--- config.mk ---
export PLATFORM = sky130hd
export DESIGN_NAME = ibus_arb_flat
export DESIGN_NICKNAME = d
export VERILOG_FILES = /design/src/rtl/ibus_arb_if.sv /design/src/rtl/ibus_arb.sv /design/src/flat_wrapper.sv
export SDC_FILE = /design/constraint.sdc
export NUM_CORES = 1
export LEC_CHECK = 0
export ABC_AREA = 1
export CAP_MARGIN = 40
export CORE_AREA = 2 2 122 124
export CTS_BUF_LIST = sky130_fd_sc_hd__clkbuf_2
export DETAILED_ROUTE_END_ITERATION = 12
export DIE_AREA = 0 0 124 126
export SKIP_LAST_GASP = 1
export SYNTH_ARGS = -nofsm -noshare
export SYNTH_HDL_FRONTEND = slang
export SYNTH_SLANG_ARGS = --single-unit
export TNS_END_PERCENT = 5
--- constraint.sdc ---
create_clock -name CLK -period 2.66 [get_ports CLK]
set_input_delay 0.532 -clock CLK [delete_from_list [all_inputs] [get_ports CLK]]
set_output_delay 0.532 -clock CLK [all_outputs]
set_load 0.01 [all_outputs]
--- src/rtl/ibus_arb_if.sv ---
//------------------------------------------------------------------------------
// Module      : ibus_arb_if
// Description : CPU/DMA request ports and BSC-side bus of the arbiter.
// Revision    : 1.0 - initial release
//------------------------------------------------------------------------------
`default_nettype none
`timescale 1ns/1ps

interface ibus_arb_if;
  logic [31:0] C_A;
  logic [31:0] D_A;
  logic [31:0] C_DI;
  logic [31:0] D_DI;
  logic [3:0]  C_BA;
  logic [3:0]  D_BA;
  logic        C_WE;
  logic        D_WE;
  logic        C_REQ;
  logic        D_REQ;
  logic        C_LOCK;
  logic        D_LOCK;
  logic        C_BUSY;
  logic        D_BUSY;
  logic [31:0] C_DO;
  logic [31:0] D_DO;
  logic [31:0] S_A;
  logic [31:0] S_DI;
  logic [3:0]  S_BA;
  logic        S_WE;
  logic        S_REQ;
  logic        S_LOCK;
  logic [31:0] S_DO;
  logic        S_BUSY;
  logic [1:0]  OWNER;

  // Arbiter view: serves the two requesters, drives the BSC.
  modport slave (
    input  C_A, D_A, C_DI, D_DI, C_BA, D_BA, C_WE, D_WE,
    input  C_REQ, D_REQ, C_LOCK, D_LOCK,
    output C_BUSY, D_BUSY, C_DO, D_DO,
    output S_A, S_DI, S_BA, S_WE, S_REQ, S_LOCK, OWNER,
    input  S_DO, S_BUSY
  );

  // Environment view: requesters and BSC around the arbiter.
  modport master (
    output C_A, D_A, C_DI, D_DI, C_BA, D_BA, C_WE, D_WE,
    output C_REQ, D_REQ, C_LOCK, D_LOCK,
    input  C_BUSY, D_BUSY, C_DO, D_DO,
    input  S_A, S_DI, S_BA, S_WE, S_REQ, S_LOCK, OWNER,
    output S_DO, S_BUSY
  );
endinterface

`default_nettype wire

--- src/rtl/ibus_arb.sv ---
//------------------------------------------------------------------------------
// Module      : ibus_arb
// Description : CPU/DMA bus arbiter with bus lock and DMA starvation limit.
// Revision    : 1.0 - initial release
//------------------------------------------------------------------------------
`default_nettype none
`timescale 1ns/1ps

module ibus_arb #(
  parameter int STARVE_MAX = 4
) (
  input  logic       CLK,
  input  logic       RST,
  input  logic       CE_R,
  ibus_arb_if.slave  bus
);

  localparam logic [1:0] c_idle      = 2'b00;
  localparam logic [1:0] c_own_c     = 2'b01;
  localparam logic [1:0] c_own_d     = 2'b10;
  localparam logic [2:0] c_starve_max = 3'(STARVE_MAX);
  localparam logic [2:0] c_sc_sat     = 3'd7;

  logic [1:0] r_state;
  logic [2:0] r_sc;

  logic w_sel_d;
  logic w_sel_c;
  logic w_route_c;
  logic w_route_d;
  logic w_s_req;

  // DMA keeps priority until it has starved a waiting CPU STARVE_MAX times.
  always_comb begin
    w_sel_d   = bus.D_REQ && ((r_sc < c_starve_max) || !bus.C_REQ);
    w_sel_c   = bus.C_REQ && !w_sel_d;
    w_route_c = (r_state == c_own_c) || ((r_state == c_idle) && w_sel_c);
    w_route_d = (r_state == c_own_d) || ((r_state == c_idle) && w_sel_d);
  end

  always_comb begin
    bus.S_A    = 32'd0;
    bus.S_DI   = 32'd0;
    bus.S_BA   = 4'd0;
    bus.S_WE   = 1'b0;
    bus.S_LOCK = 1'b0;
    w_s_req    = 1'b0;
    if (w_route_c) begin
      bus.S_A    = bus.C_A;
      bus.S_DI   = bus.C_DI;
      bus.S_BA   = bus.C_BA;
      bus.S_WE   = bus.C_WE;
      bus.S_LOCK = bus.C_LOCK;
      w_s_req    = bus.C_REQ;
    end else if (w_route_d) begin
      bus.S_A    = bus.D_A;
      bus.S_DI   = bus.D_DI;
      bus.S_BA   = bus.D_BA;
      bus.S_WE   = bus.D_WE;
      bus.S_LOCK = bus.D_LOCK;
      w_s_req    = bus.D_REQ;
    end
  end

  // Reset masks the combinational request/busy paths as well as the state.
  assign bus.S_REQ  = w_s_req && !RST;
  assign bus.C_BUSY = !RST && ((r_state == c_own_c) ? bus.S_BUSY : bus.C_REQ);
  assign bus.D_BUSY = !RST && ((r_state == c_own_d) ? bus.S_BUSY : bus.D_REQ);
  assign bus.C_DO   = bus.S_DO;
  assign bus.D_DO   = bus.S_DO;
  assign bus.OWNER  = r_state;

  always_ff @(posedge CLK or posedge RST) begin
    if (RST) begin
      r_state <= c_idle;
      r_sc    <= 3'd0;
    end else if (CE_R) begin
      case (r_state)
        c_idle: begin
          if (w_s_req && !bus.S_BUSY) begin
            if (w_sel_d) begin
              r_state <= c_own_d;
              if (bus.C_REQ)
                r_sc <= (r_sc == c_sc_sat) ? c_sc_sat : r_sc + 3'd1;
              else
                r_sc <= 3'd0;
            end else begin
              r_state <= c_own_c;
              r_sc    <= 3'd0;
            end
          end
        end
        c_own_c: begin
          if (!bus.S_BUSY && !bus.C_LOCK)
            r_state <= c_idle;
        end
        c_own_d: begin
          if (!bus.S_BUSY && !bus.D_LOCK)
            r_state <= c_idle;
        end
        default: r_state <= c_idle;
      endcase
    end
  end

endmodule

`default_nettype wire

--- src/flat_wrapper.sv ---
// flat-port wrapper written by rule: the top's interface ports become plain ports
module ibus_arb_flat 
#(
  parameter int STARVE_MAX = 4
)
  (CLK, RST, CE_R, bus_C_A, bus_D_A, bus_C_DI, bus_D_DI, bus_C_BA, bus_D_BA, bus_C_WE, bus_D_WE, bus_C_REQ, bus_D_REQ, bus_C_LOCK, bus_D_LOCK, bus_C_BUSY, bus_D_BUSY, bus_C_DO, bus_D_DO, bus_S_A, bus_S_DI, bus_S_BA, bus_S_WE, bus_S_REQ, bus_S_LOCK, bus_OWNER, bus_S_DO, bus_S_BUSY);
  ibus_arb_if bus_i ();
  input  logic CLK;
  input  logic RST;
  input  logic CE_R;
  input wire logic [$bits(bus_i.C_A)-1:0] bus_C_A;
  input wire logic [$bits(bus_i.D_A)-1:0] bus_D_A;
  input wire logic [$bits(bus_i.C_DI)-1:0] bus_C_DI;
  input wire logic [$bits(bus_i.D_DI)-1:0] bus_D_DI;
  input wire logic [$bits(bus_i.C_BA)-1:0] bus_C_BA;
  input wire logic [$bits(bus_i.D_BA)-1:0] bus_D_BA;
  input wire logic [$bits(bus_i.C_WE)-1:0] bus_C_WE;
  input wire logic [$bits(bus_i.D_WE)-1:0] bus_D_WE;
  input wire logic [$bits(bus_i.C_REQ)-1:0] bus_C_REQ;
  input wire logic [$bits(bus_i.D_REQ)-1:0] bus_D_REQ;
  input wire logic [$bits(bus_i.C_LOCK)-1:0] bus_C_LOCK;
  input wire logic [$bits(bus_i.D_LOCK)-1:0] bus_D_LOCK;
  output wire logic [$bits(bus_i.C_BUSY)-1:0] bus_C_BUSY;
  output wire logic [$bits(bus_i.D_BUSY)-1:0] bus_D_BUSY;
  output wire logic [$bits(bus_i.C_DO)-1:0] bus_C_DO;
  output wire logic [$bits(bus_i.D_DO)-1:0] bus_D_DO;
  output wire logic [$bits(bus_i.S_A)-1:0] bus_S_A;
  output wire logic [$bits(bus_i.S_DI)-1:0] bus_S_DI;
  output wire logic [$bits(bus_i.S_BA)-1:0] bus_S_BA;
  output wire logic [$bits(bus_i.S_WE)-1:0] bus_S_WE;
  output wire logic [$bits(bus_i.S_REQ)-1:0] bus_S_REQ;
  output wire logic [$bits(bus_i.S_LOCK)-1:0] bus_S_LOCK;
  output wire logic [$bits(bus_i.OWNER)-1:0] bus_OWNER;
  input wire logic [$bits(bus_i.S_DO)-1:0] bus_S_DO;
  input wire logic [$bits(bus_i.S_BUSY)-1:0] bus_S_BUSY;
  assign bus_i.C_A = bus_C_A;
  assign bus_i.D_A = bus_D_A;
  assign bus_i.C_DI = bus_C_DI;
  assign bus_i.D_DI = bus_D_DI;
  assign bus_i.C_BA = bus_C_BA;
  assign bus_i.D_BA = bus_D_BA;
  assign bus_i.C_WE = bus_C_WE;
  assign bus_i.D_WE = bus_D_WE;
  assign bus_i.C_REQ = bus_C_REQ;
  assign bus_i.D_REQ = bus_D_REQ;
  assign bus_i.C_LOCK = bus_C_LOCK;
  assign bus_i.D_LOCK = bus_D_LOCK;
  assign bus_C_BUSY = bus_i.C_BUSY;
  assign bus_D_BUSY = bus_i.D_BUSY;
  assign bus_C_DO = bus_i.C_DO;
  assign bus_D_DO = bus_i.D_DO;
  assign bus_S_A = bus_i.S_A;
  assign bus_S_DI = bus_i.S_DI;
  assign bus_S_BA = bus_i.S_BA;
  assign bus_S_WE = bus_i.S_WE;
  assign bus_S_REQ = bus_i.S_REQ;
  assign bus_S_LOCK = bus_i.S_LOCK;
  assign bus_OWNER = bus_i.OWNER;
  assign bus_i.S_DO = bus_S_DO;
  assign bus_i.S_BUSY = bus_S_BUSY;
  ibus_arb #(.STARVE_MAX(STARVE_MAX)) u_core (.CLK(CLK), .RST(RST), .CE_R(CE_R), .bus(bus_i));
endmodule
## Yosys cells after proc, flatten, opt, wreduce, memory -nomap -nowiden

Cells that the tools add are included.

- Add/subtract/negate cells: 1
- Order comparisons: 1
- Eq/ne operators: 6
- Multiplexer cells: 22
- Reductions and logical operators: 22

Operators with widths:

| kind | count |
|---|---|
| two-way mux 32 bit | 4 |
| logical AND 1 bit | 10 |
| two-way mux 3 bit | 3 |
| two-way mux 1 bit | 8 |
| two-way mux 2 bit | 4 |
| two-way mux 4 bit | 2 |
| logical NOT 1 bit | 6 |
| inequality test 2 bit (second input constant) | 3 |
| case mux 2 bit (3 select lines) | 1 |
| AND reduction 4 bit | 1 |
| adder 3 x 1 -> 3 bit (second input constant) | 1 |
| equality test 3 bit (second input constant) | 1 |
| logical OR 1 bit | 3 |
| < comparator 3 bit (second input constant) | 1 |
| AND reduction 3 bit | 1 |
| equality test 2 x 1 -> 1 bit (second input constant) | 1 |
| equality test 2 bit (second input constant) | 1 |
| logical NOT 2 bit | 1 |

- Register bits after elaboration: 5
- Output and inout port bits: 139
- Logic and storage cells: 54

## Depth between registers and ports, before layout

- Depth in word-level cells: 11
- Depth in mapped cells: 11
- Gate-level depth less buffers: 11

## Least setup slack after synthesis

OpenSTA, ideal clock, no wires.

- Path kind: input -> output
- Start point: in bus_C_REQ
- End point: out bus_S_A[0]
- Data arrival time: 1.412 ns
- Path slack: 0.716 ns
- Stages on the path: 6
- Path buffers: 1
- Cell sequence: nand2_1 nand2_1 inv_1 o21ai_1 clkbuf_1 o21ai_0

- Longest elaborated chain between the ends: 8
- Elaborated cells on any way between the ends: 11

Ends and longest elaborated chain:

| item | RTL line | RTL |
|---|---|---|
| from (decl) | flat_wrapper.sv:19 | `input wire logic [$bits(bus_i.C_REQ)-1:0] bus_C_REQ;` |
| logical NOT 1 bit | ibus_arb.sv:35 | `w_sel_d = bus.D_REQ && ((r_sc < c_starve_max) \|\| !bus.C_REQ);` |
| logical OR 1 bit | ibus_arb.sv:35 |  |
| logical AND 1 bit | ibus_arb.sv:35 |  |
| logical NOT 1 bit | ibus_arb.sv:36 | `w_sel_c = bus.C_REQ && !w_sel_d;` |
| logical AND 1 bit | ibus_arb.sv:36 |  |
| logical AND 1 bit | ibus_arb.sv:37 | `w_route_c = (r_state == c_own_c) \|\| ((r_state == c_idle) && w_sel_c);` |
| logical OR 1 bit | ibus_arb.sv:37 |  |
| two-way mux 32 bit * | ibus_arb.sv:48 | `if (w_route_c) begin` |
| to (decl) | flat_wrapper.sv:27 | `output wire logic [$bits(bus_i.S_A)-1:0] bus_S_A;` |

Mark *: on every way between the ends. The rest lies on a longest branch, timed or not.

## Worst setup path in the final report

- Start point: in bus_C_REQ
- End point: out bus_S_A[18]

Same word-level chain as after synthesis.

==> summary.txt <==
Floorplan
  – Die H: approximately 130 um
  – Core ar.: about 14,000 um2
  – Cell Rows: 44
  – Starting Density: between 10% and 20%
  – Die X: between 100 and 150 um
  – Die Area: ~16,000 um2
  – I/O pin count: 317

Synth
  – Post-synth EDFFs: 0
  – Syn Nets: 536
  – Post-synth top cells: inv_1 (77), nand3_1 (74), o21ai_0 (74)
  – Synth area leader: buf_4
  – Post-synthesis instance total: 357
  – Mapped Area: between 1500 and 2000 um2
  – Main synth FF type: dfrtp_1
  – Synth top area share: approximately 25%
  – Asr flop ratio synth: 100%
  – Count of cell types in the netlist: 20
  – Syn avg cell area: roughly 5.4 um2
  – Yosys reg bits: 5
  – Most common cell in the netlist: inv_1
  – Top cells by area, synth: buf_4 (25%), nand3_1 (19%), o21ai_0 (19%), inv_1 (15%), dfrtp_1 (6.4%)
  – Register area share after synthesis: between 6 and 7%
  – Syn. warnings: 0

Setup path
  – CP Launch Type: input port
  – Flop-to-flop setup slack: roughly 0.73 ns
  – Crit-path max FO: 18
  – Critical Path Sink Type: primary output
  – R2R depth: 11
  – Crit path buf inv count: 3
  – Crit path max-delay family: buffers and inverters
  – Critical path depth: 9
  – CP max stage cell: clkdlybuf4s50_1
  – Crit path DAT: approximately 2.3 ns
  – CP Cell Sequence: clkdlybuf4s50_1 -> nand2_1 -> nand2_2 -> nand2_2 -> nand2_4 -> buf_12 -> nand3_1 -> o21ai_0 -> clkdlybuf4s50_1
  – Worst Path Required: approximately 2.1 ns
  – CP Class: input port to primary output
  – Crit-path max cell delay: ~0.56 ns

Power
  – Leakage: approximately 0.0019 uW
  – Power per Cell Area: around 610 nW/um2
  – Total power: 2480 uW
  – Peak VDD IR: ~0.31 mV

Routing
  – Post-route DRC: 0
  – Drt wl/cell: between 10 and 15 um
  – Via Count: around 2,700
  – WL final: around 8800 um
  – Vias per std cell: 3.84
  – Drt first pass iters: 4
  – Post-DRT Antenna Nets: 0
  – Initial DRC Count: between 40 and 50

Global route
  – Total track usage: roughly a tenth
  – Number of antenna violations at the first check in global routing: 0
  – Vias in the first global route: between 2,000 and 3,000
  – Global route total overflow: 0
  – Largest net degree at the start of global routing: 39
  – Global-route wire length before repair: ~13,000 um

CTS
  – Clk_lat worst skew: about 0.21 ns
  – Reg clk slew, reported paths: ~0.050 ns
  – Inserted Clock Buffers: 3
  – Clk sinks: 5
  – Root Driver: clkbuf_2
  – Clk buf depth: 2
  – TritonCTS clock tree: yes
  – Hold buffers post-CTS: 0
  – H-tree levels: 1

STA
  – Final setup viols: 66
  – Final TNS setup: -7.14 ns
  – RSZ-0062 raised after global routing: yes
  – Slew headroom: 82.5%
  – Highest clock rate: 350 MHz
  – Min Tclk post-route: ~2.9 ns
  – Final Skew: between 0.0002 and 0.00025 ns
  – Worst slew pin tran: 0.260 ns
  – Fin crit share: 107%
  – Max Slew Vio Count: 0
  – Final Hold Viols: 0
  – Setup ws final: -0.197 ns

Job
  – Number of max-cap violations: 0

Final layout
  – Fin nets: approximately 690
  – Design area: between 4000 and 5000 um2
  – Final core occ: approximately 28%
  – Fraction of layout cells with a size suffix above 1: 6.42%
  – Area grow syn2layout: 108%
  – # diodes: 0

Min path
  – Hold WC Path Type: flop to flop
  – Hold Crit Depth: 2

Placed design
  – Gpl congestion: approximately 0.8
  – Cell area after placement: approximately 4000 um2
  – Post-DP HPWL: around 6900 um
  – I/O Buffers: 220

Outcome
  – Run status: finished, violations left
  – Failing checks: negative setup slack
cell type report:
type,count,area (um2)
clock buffer,4,20.0
multi-input combinational,189,963
inverter,78,293
timing repair buffer,238,2410
sequential,5,125
fill,1626,10300
tap,184,230
cell families (layout without fill, tap and decap cells):
kind of cell / Yosys count / in the layout / share of synthesized area (%)
flops: 5 / 5 / 6.44
compound gates: 81 / 81 / 21.0
buf+inv: 163 / 320 / 44.8
fa+ha+maj: 1 / 1 / 0.644
simple gates: 107 / 107 / 27.1
final timing paths:
check,endpoint,startpoint
max in group asynchronous,u_core.bus.OWNER[1],RST
hold / removal,u_core.r_sc[1],u_core.r_sc[1]
hold reg to reg,u_core.r_sc[1],u_core.r_sc[1]
min in group asynchronous,u_core.r_sc[1],RST
setup reg to reg,u_core.bus.OWNER[1],u_core.bus.OWNER[0]
setup / recovery,bus_S_A[18],bus_C_REQ
report_power, final:
group	internal (uW)	switching [uW]	total, uW	leakage [uW]
sequential	99.7	24.4	124	0.0000669
combinational	1200	1100	2290	0.00183
clock	39.7	27.3	67.0	0.0000166
worst min-delay path, stage by stage, from the launching register on:
cell and delay [ns]:
dfrtp_1 0.34, o21ai_1 0.07, nand2_1 0.05
metal layers:
layer | up-vias | track usage (%) | part of all wire, %
met5 | - | 0 | 0
met4 | 0 | 2.38 | 1.7
met3 | 18 | 3.62 | 13
met2 | 160 | 18.1 | 47
met1 | 1116 | 11.6 | 38
li1 | 1385 | - | -
through the flow:
step                      setup slack (ns)  hold slack [ns]  instances
after floorplan                      0.716            0.316        357
after global placement              -0.283            0.477        691
after detailed placement            -0.307            0.488        691
after CTS                           -0.207            0.499        698
after global routing                -0.326            0.521        698
final                               -0.197            0.494        698
layout by cell type, fill, tap and decap left out, types with 2 or more instances in the layout:
cell             instances
a21oi_1                  3
buf_12                   6
buf_2                    2
buf_4                   10
clkbuf_2                 4
clkdlybuf4s50_1        182
dfrtp_1                  5
dlygate4sd2_1           32
dlymetal6s2s_1           3
inv_1                   77
nand2_1                 18
nand2_2                  2
nand2_4                  2
nand3_1                 74
nor2_1                   6
o21ai_0                 74
o21ai_1                  2
registers in the layout (all words and copies together), names as in the netlist:
| register | flops |
|---|---|
| u_core.r_sc | 3 |
| u_core.bus.OWNER | 2 |
repair_timing:
action,4_1_cts,5_1_grt
pin swaps,1,0
setup buffers,1,0
cloned,2,0
resized for setup,47,3
setup endpoints to repair,72,72
(Power assumes the default switching activity.)
